`src/rtl/instr_fetch_sequencer_if.sv`:
```
// Bundles the instruction-memory handshake, the decode issue handshake and the
// redirect request seen by the fetch/issue sequencer.
interface instr_fetch_sequencer_if #(
    parameter int IW   = 16,
    parameter int PC_W = 16
);
    logic            imem_req;
    logic [PC_W-1:0] imem_addr;
    logic            imem_ack;
    logic [IW-1:0]   imem_rdata;

    logic            dec_valid;
    logic            dec_ready;
    logic [IW-1:0]   dec_instr;
    logic [IW-1:0]   dec_imm;
    logic [PC_W-1:0] dec_pc;
    logic            dec_ldm;

    logic            flush;
    logic [PC_W-1:0] flush_pc;

    modport master (
        output imem_req, imem_addr, dec_valid, dec_instr, dec_imm, dec_pc, dec_ldm,
        input  imem_ack, imem_rdata, dec_ready, flush, flush_pc
    );

    modport slave (
        input  imem_req, imem_addr, dec_valid, dec_instr, dec_imm, dec_pc, dec_ldm,
        output imem_ack, imem_rdata, dec_ready, flush, flush_pc
    );
endinterface

```
`src/rtl/instr_fetch_sequencer.sv`:
```
// Fetch/issue sequencer: fetches one word at a time, pairs LDM with its immediate,
// and hands exactly one instruction per valid/ready handshake to decode.
module instr_fetch_sequencer #(
    parameter int              IW       = 16,
    parameter int              PC_W     = 16,
    parameter logic [PC_W-1:0] RESET_PC = '0
) (
    input logic                     clk,
    input logic                     rst,
    instr_fetch_sequencer_if.master bus
);

    localparam logic [1:0] FETCH     = 2'd0;
    localparam logic [1:0] FETCH_IMM = 2'd1;
    localparam logic [1:0] ISSUE     = 2'd2;

    localparam logic [4:0] OP_LDM = 5'b00001;

    function automatic logic [PC_W-1:0] pcInc(input logic [PC_W-1:0] p);
        return p + PC_W'(1);
    endfunction

    function automatic logic isLdm(input logic [IW-1:0] w);
        return w[IW-1 -: 5] == OP_LDM;
    endfunction

    logic [1:0]      state;
    logic [PC_W-1:0] pc;
    logic [IW-1:0]   instrQ;
    logic [IW-1:0]   immQ;
    logic [PC_W-1:0] pcQ;
    logic            ldmQ;

    logic fetching;
    logic reqOut;
    logic ackTaken;
    logic validOut;

    assign fetching = (state == FETCH) || (state == FETCH_IMM);

    // Request is masked by reset and flush so that an abandoned fetch can never be acked.
    assign reqOut   = rst & fetching & ~bus.flush;
    assign ackTaken = reqOut & bus.imem_ack;
    assign validOut = (state == ISSUE) & ~bus.flush;

    assign bus.imem_req  = reqOut;
    assign bus.imem_addr = pc;
    assign bus.dec_valid = validOut;
    assign bus.dec_instr = instrQ;
    assign bus.dec_imm   = immQ;
    assign bus.dec_pc    = pcQ;
    assign bus.dec_ldm   = ldmQ;

    always_ff @(posedge clk or negedge rst) begin
        if (!rst) begin
            state  <= FETCH;
            pc     <= RESET_PC;
            instrQ <= '0;
            immQ   <= '0;
            pcQ    <= '0;
            ldmQ   <= 1'b0;
        end else if (bus.flush) begin
            state <= FETCH;
            pc    <= bus.flush_pc;
        end else begin
            case (state)
                FETCH: begin
                    if (ackTaken) begin
                        instrQ <= bus.imem_rdata;
                        pcQ    <= pc;
                        pc     <= pcInc(pc);
                        ldmQ   <= isLdm(bus.imem_rdata);
                        if (isLdm(bus.imem_rdata)) begin
                            state <= FETCH_IMM;
                        end else begin
                            immQ  <= '0;
                            state <= ISSUE;
                        end
                    end
                end
                FETCH_IMM: begin
                    if (ackTaken) begin
                        immQ  <= bus.imem_rdata;
                        pc    <= pcInc(pc);
                        state <= ISSUE;
                    end
                end
                ISSUE: begin
                    // No fetch-ahead: the next request starts only after decode accepts.
                    if (validOut && bus.dec_ready) begin
                        state <= FETCH;
                    end
                end
                default: state <= FETCH;
            endcase
        end
    end

endmodule
```
`src/flat_wrapper.sv`:
```
// flat-port wrapper written by rule: the top's interface ports become plain ports
module instr_fetch_sequencer_flat 
#(
    parameter int              IW       = 16,
    parameter int              PC_W     = 16,
    parameter logic [PC_W-1:0] RESET_PC = '0
)
  (clk, rst, bus_imem_req, bus_imem_addr, bus_dec_valid, bus_dec_instr, bus_dec_imm, bus_dec_pc, bus_dec_ldm, bus_imem_ack, bus_imem_rdata, bus_dec_ready, bus_flush, bus_flush_pc);
  instr_fetch_sequencer_if #(.IW(IW), .PC_W(PC_W)) bus_i ();
  input logic clk;
  input logic rst;
  output wire logic [$bits(bus_i.imem_req)-1:0] bus_imem_req;
  output wire logic [$bits(bus_i.imem_addr)-1:0] bus_imem_addr;
  output wire logic [$bits(bus_i.dec_valid)-1:0] bus_dec_valid;
  output wire logic [$bits(bus_i.dec_instr)-1:0] bus_dec_instr;
  output wire logic [$bits(bus_i.dec_imm)-1:0] bus_dec_imm;
  output wire logic [$bits(bus_i.dec_pc)-1:0] bus_dec_pc;
  output wire logic [$bits(bus_i.dec_ldm)-1:0] bus_dec_ldm;
  input wire logic [$bits(bus_i.imem_ack)-1:0] bus_imem_ack;
  input wire logic [$bits(bus_i.imem_rdata)-1:0] bus_imem_rdata;
  input wire logic [$bits(bus_i.dec_ready)-1:0] bus_dec_ready;
  input wire logic [$bits(bus_i.flush)-1:0] bus_flush;
  input wire logic [$bits(bus_i.flush_pc)-1:0] bus_flush_pc;
  assign bus_imem_req = bus_i.imem_req;
  assign bus_imem_addr = bus_i.imem_addr;
  assign bus_dec_valid = bus_i.dec_valid;
  assign bus_dec_instr = bus_i.dec_instr;
  assign bus_dec_imm = bus_i.dec_imm;
  assign bus_dec_pc = bus_i.dec_pc;
  assign bus_dec_ldm = bus_i.dec_ldm;
  assign bus_i.imem_ack = bus_imem_ack;
  assign bus_i.imem_rdata = bus_imem_rdata;
  assign bus_i.dec_ready = bus_dec_ready;
  assign bus_i.flush = bus_flush;
  assign bus_i.flush_pc = bus_flush_pc;
  instr_fetch_sequencer #(.IW(IW), .PC_W(PC_W), .RESET_PC(RESET_PC)) u_core (.clk(clk), .rst(rst), .bus(bus_i));
endmodule
```
`config.mk`:
```
export PLATFORM = sky130hd
export DESIGN_NAME = instr_fetch_sequencer_flat
export DESIGN_NICKNAME = d
export VERILOG_FILES = /design/src/rtl/instr_fetch_sequencer_if.sv /design/src/rtl/instr_fetch_sequencer.sv /design/src/flat_wrapper.sv
export SDC_FILE = /design/constraint.sdc
export NUM_CORES = 1
export LEC_CHECK = 0
export ABC_CLOCK_PERIOD_IN_PS = 1900
export CAP_MARGIN = 20
export CORE_UTILIZATION = 39
export CTS_BUF_LIST = sky130_fd_sc_hd__clkbuf_8 sky130_fd_sc_hd__clkbuf_16
export DETAILED_ROUTE_END_ITERATION = 7
export GPL_ROUTABILITY_DRIVEN = 1
export PLACE_DENSITY = 0.7
export SETUP_SLACK_MARGIN = 0.3
export SYNTH_ARGS = -nofsm -noshare
export SYNTH_HDL_FRONTEND = slang
export SYNTH_SLANG_ARGS = --single-unit
```
`constraint.sdc`:
```
create_clock -name clk -period 1.9 [get_ports clk]
set_clock_uncertainty 0.1 [all_clocks]
set_input_delay 0.285 -clock clk [delete_from_list [all_inputs] [get_ports clk]]
set_output_delay 0.285 -clock clk [all_outputs]
set_load 0.03 [all_outputs]
```
[Word level (Yosys, flattened, before mapping)]
Cells that the tools add are included.
Storage, ports and cells
  register bits: 67
  input bits: 37
  output and inout bits: 67
  word-level logic and storage cells: 45
Cells by class
  add/subtract/negate cells: 1
  equal/unequal tests: 9
  multiplexer cells: 13
  bitwise logic cells: 5
  reductions and logical operators: 11
Operators with widths (count)
  two-way mux 16 bit: 6
  one-hot mux 16 bit (2 select lines): 1
  adder 16 x 1 -> 16 bit, second input constant: 1
  two-way mux 2 bit: 5
  inequality test 3 x 2 -> 1 bit, second input constant: 2
  one-hot mux 2 bit (3 select lines): 1
  AND reduction 3 bit: 2
  nonzero test 2 bit: 3
  == test 5 x 1 -> 1 bit, second input constant: 1
  AND reduction 5 bit: 1
  bitwise AND 1 bit: 4
  inequality test 2 x 1 -> 1 bit, second input constant: 2
  inequality test 3 bit, second input constant: 1
  == test 2 x 1 -> 1 bit, second input constant: 1
  == test 2 bit, second input constant: 1
  zero test 2 bit: 1
  inequality test 2 bit, second input constant: 1
  AND reduction 2 bit: 1
  OR reduction 2 bit: 1
  logical AND 1 bit: 1
  logical OR 1 bit: 1
  NOT 1 bit: 1

[Logic depth before layout (Yosys ltp)]
  word-level depth: 8
  mapped depth: 6
  gate-level depth less buffers: 5

[Worst setup path before layout]
Ideal clock, no wire load.
  path type: register to register
  from: register u_core.pc[0], in the netlist u_core.bus.imem_addr[0]
  to: register u_core.pc[14], in the netlist u_core.bus.imem_addr[14]
  library setup time: 122 ps
  arrival time: 1622 ps
  required time: 1678 ps
  slack: 56 ps
  cell stages (with the launch flop): 6
  path buffers: 0
  clock period less this slack: 1844 ps
  path through: dfrtp_1 > ha_1 > nand4b_4 > nor4_2 > mux2i_1 > nand2_1
Between the ends
  word-level cells in the longest chain between the ends: 4
Ends and longest elaborated chain
  from (decl): line instr_fetch_sequencer.sv:28  | logic [PC_W-1:0] pc;
  from (signal assigned): line instr_fetch_sequencer.sv:64  | pc <= bus.flush_pc;
  from (signal assigned): line instr_fetch_sequencer.sv:71  | pc <= pcInc(pc);
  from (signal assigned): line instr_fetch_sequencer.sv:84  | pc <= pcInc(pc);
  adder 16 x 1 -> 16 bit: line instr_fetch_sequencer.sv:20  | return p + PC_W'(1);
  two-way mux 16 bit: line instr_fetch_sequencer.sv:68, instr_fetch_sequencer.sv:82
  two-way mux 16 bit
  two-way mux 16 bit: line instr_fetch_sequencer.sv:62  | end else if (bus.flush) begin
Every way passes these cells. The select of a mux whose other input is x is not followed.
A chain may end at the register's enable or synchronous reset.

[Final worst setup path]
  from: register u_core.state[1]
  to: register u_core.instrQ[8], in the netlist u_core.bus.dec_instr[8]
Between the ends
  word-level cells in the longest chain between the ends: 6
  elaborated cells between the ends (all ways): 7
  classes of those cells: 1 x eq/ne; 3 x bitwise; 3 x reduce/logical
Ends and longest elaborated chain
  from (decl): line instr_fetch_sequencer.sv:27  | logic [1:0] state;
  from (signal assigned): line instr_fetch_sequencer.sv:56  | state <= FETCH;
  from (signal assigned): line instr_fetch_sequencer.sv:63  | state <= FETCH;
  from (signal assigned): line instr_fetch_sequencer.sv:74  | state <= FETCH_IMM;
  == test 2 x 1 -> 1 bit or zero test 2 bit (tied branches): line instr_fetch_sequencer.sv:39, instr_fetch_sequencer.sv:66
  logical OR 1 bit: line instr_fetch_sequencer.sv:39  | assign fetching = (state == FETCH) || (state == FETCH_IMM);
  bitwise AND 1 bit (2 in series): line instr_fetch_sequencer.sv:42  | assign reqOut = rst & fetching & ~bus.flush;
  bitwise AND 1 bit: line instr_fetch_sequencer.sv:43  | assign ackTaken = reqOut & bus.imem_ack;
  AND reduction 3 bit (no line) (*)
  to (signal assigned): line instr_fetch_sequencer.sv:69  | instrQ <= bus.imem_rdata;
  to (decl): line instr_fetch_sequencer.sv:29  | logic [IW-1:0] instrQ;
Mark *: on every way between the ends. The rest lies on a longest branch, timed or not.

==> flow_summary.toml <==
[floorplanning]
die_area_mm2 = 0.008425
die_h_um = 91.79
core_mm2 = 0.007767
pin_count = 104
die_x_um = 91.79
rows = 32
initial_core_util_pct = 40.48

[clocking]
worst_skew_pair.late_latency_ns = 0.34
clockBufferDepth = 2
hold_buffers = 0
clock-root-buffer = "clkbuf_8"
h-tree-depth = 3
cts_made_buffers = 9
numClockSinks = 67
cts_tree = "yes"
clk_pin_slew_ns = 0.08

[sta]
maxSlewHeadroom_pct = 45.60
hold_viol_final = 0
fmax_mhz = 580.6
period_needed_ns = 1.722
setup_slack_ns = 0.1776
setup-violations-final = 0
slew_violations = 0
rsz0062_at_grt = "true"
period_share_pct = 90.65
worst_slew_pin_slew_ns = 0.8159

[place]
port_buffers = 103
place_ws_ns = -0.3225
hpwl_mm = 5.416
gp_congestion = 0.8132
dpl-instance-area_mm2 = 0.004399

[drt]
drt_iter0_drc = 73
wl_per_cell_um = 17.20
drc = 0
ant_nets = 0
via_per_inst = 4.976
firstDrtPassIters = 5
routed_wirelength_mm = 8.619
vias = 2493

[synth]
synth_edf_count = 0
synth.area.top_cells = "dfrtp_1 (53%), mux2_4 (14%), nand2_1 (6.3%)"
yosys.area.top_type = "dfrtp_1"
syn_nets = 295
yosysSeqAreaShare_pct = 53.32
async_flop_share_pct = 100.0
synth_ff_type = "dfrtp_1"
syn_area_mm2 = 0.003144
yosys_warnings = 0
synth_cell_types = 39
synth_top_area_share_pct = 53.32
synth_seq_cells = 67
syn_inst = 257
postSynthAreaPerCell_um2 = 12.23

[grt]
grt_max_degree = 68
grt_pass1_wl_mm = 13.02
overflow = 0
grtUsageTotal_pct = 20.23
grt_pass1_vias = 2510
antenna_found_initial = 0

[worst_setup_path]
cp_max_fo = 7
worstPathArrival_ns = 1.84
cp-end-kind = "register"
path_class = "reg2reg"
timing.rr.start = "u_core.state[1]$_DFFE_PN0P_"
slowest_delay_ns = 0.43
critPathRequiredTime_ns = 2.02
crit_slowest_cell = "dfrtp_2"
start_kind = "register"
cp-startpoint = "u_core.state[1]$_DFFE_PN0P_"
cp_cell_sequence = "or3_4, nor2_8, buf_12, buf_16, mux2_4"

[pwr]
power.leakage_uw = 0.002326
p_per_area_mw_per_mm2 = 832.1
peakVddDrop_uv = 412.2

[cells_and_area]
drive_gt1_share_pct = 40.35
final_net_count = 432
final_common_cell = "dlygate4sd2_1"
final_cell_mix = "dlygate4sd2_1 (58), dfrtp_1 (54), nand2_1 (35), mux2_4 (34), clkdlybuf4s50_1 (29)"
fin_area_mm2 = 0.005025
antenna_cells = 0
syn2layout_area_growth_pct = 59.81

[flow_run]
drv_cap = 0

[min_path]
hold_path_class = "in2async"

[run_status]
status = "finished, final reports clean"
==> where the power goes <==
part	internal (µW)	leakage (µW)	switching [µW]	total [µW]
clock	535	0.0000925	528	1060
sequential	1630	0.000827	167	1800
combinational	604	0.00141	715	1320
==> cells in the mapped netlist, types with 2 or more instances <==
cell type	number
nand3_1	5
mux2_4	30
nand4_1	3
mux2i_1	2
o21ai_2	8
clkbuf_1	5
nor4_1	7
mux2_2	4
xnor2_1	13
nor2b_1	2
clkbuf_2	2
nand2_1	53
buf_8	3
inv_1	3
nor3_1	5
buf_6	3
nor2_1	3
o21ai_0	19
dfrtp_1	67
==> critical path: cells and delay by family (launching register included) <==
family	cells	cell delay (ns)
muxes	1	0.30
DFF	1	0.43
and+or+nand+nor	2	0.51
buffers and inverters	2	0.26
==> per-stage QoR <==
step	total power (µW)	TNS (ns)	utilization, %	hold WS [ns]	cells
after floorplan	2573	0	-	-0.1106	257
after global placement	3172	-12.33	56.64	0.3531	467
after detailed placement	3193	-13.08	56.64	0.3644	467
after CTS	4164	0	61.21	0.1167	496
after global routing	4357	0	64.69	0.1248	501
final	4181	0	64.69	0.1140	501
==> routing by layer <==
metal  wire length (µm)  GRT usage (%)  share of wire, %  vias up
li1                   -              -                 -     1172
met1               3875          26.90                45     1251
met2               4283          32.83                50       58
met3                348          4.478               4.0       12
met4                112          6.641               1.3        0
met5                  0              0                 0        -
==> flip-flops by register name, summed over array words and instances, names as in the netlist <==
| name | flops |
|---|---|
| u_core.bus.dec_imm | 16 |
| u_core.bus.dec_instr | 16 |
| u_core.bus.dec_pc | 16 |
| u_core.bus.imem_addr | 16 |
| u_core.state | 2 |
| u_core.bus.dec_ldm | 1 |
==> cell families (layout without fill, tap and decap cells) <==
logic type                 count (synthesis)  in the layout  synth area share [%]
xor gates and xnor gates                  14             14                 3.900
and+or+nand+nor                           90             90                 15.28
muxes                                     36             36                 16.39
buffers and inverters                     17            159                 3.939
adders and majority gates                  1              1                0.3979
AOI/OAI and AO/OA                         32             32                 6.765
DFF                                       67             67                 53.32
==> final timing paths <==
check                                                 endpoint  slack [ns]  cells past startpoint
hold / removal                u_core.bus.dec_pc[5]$_DFFE_PN0P_        0.11                      2
setup reg to reg           u_core.bus.dec_instr[8]$_DFFE_PN0P_        0.18                      5
min in group clk            u_core.bus.dec_imm[12]$_DFFE_PN0P_        0.12                      3
hold reg to reg              u_core.bus.dec_imm[7]$_DFFE_PN0P_        0.40                      2
max in group asynchronous  u_core.bus.imem_addr[6]$_DFFE_PN0P_        1.02                      2
setup / recovery           u_core.bus.dec_instr[8]$_DFFE_PN0P_        0.18                      5
==> area by class of cell <==
cell class                      count  area, µm²
Clock buffer                       11      151.4
Clock inverter                      5      28.78
Fill cell                         607       2743
Inverter                            3      11.26
Multi-Input combinational cell    173       1599
Sequential cell                    67       1693
Tap cell                          102      127.6
Timing Repair Buffer              140       1414
==> what timing repair did <==
action / 4_1_cts / 5_1_grt
buffers inserted: 9 / 4
gates cloned: 4 / 1
pin swaps: 7 / 34
setup endpoints to repair: 122 / 76
resized for setup: 100 / 71
Note: power is estimated with default switching activity, not from simulation.
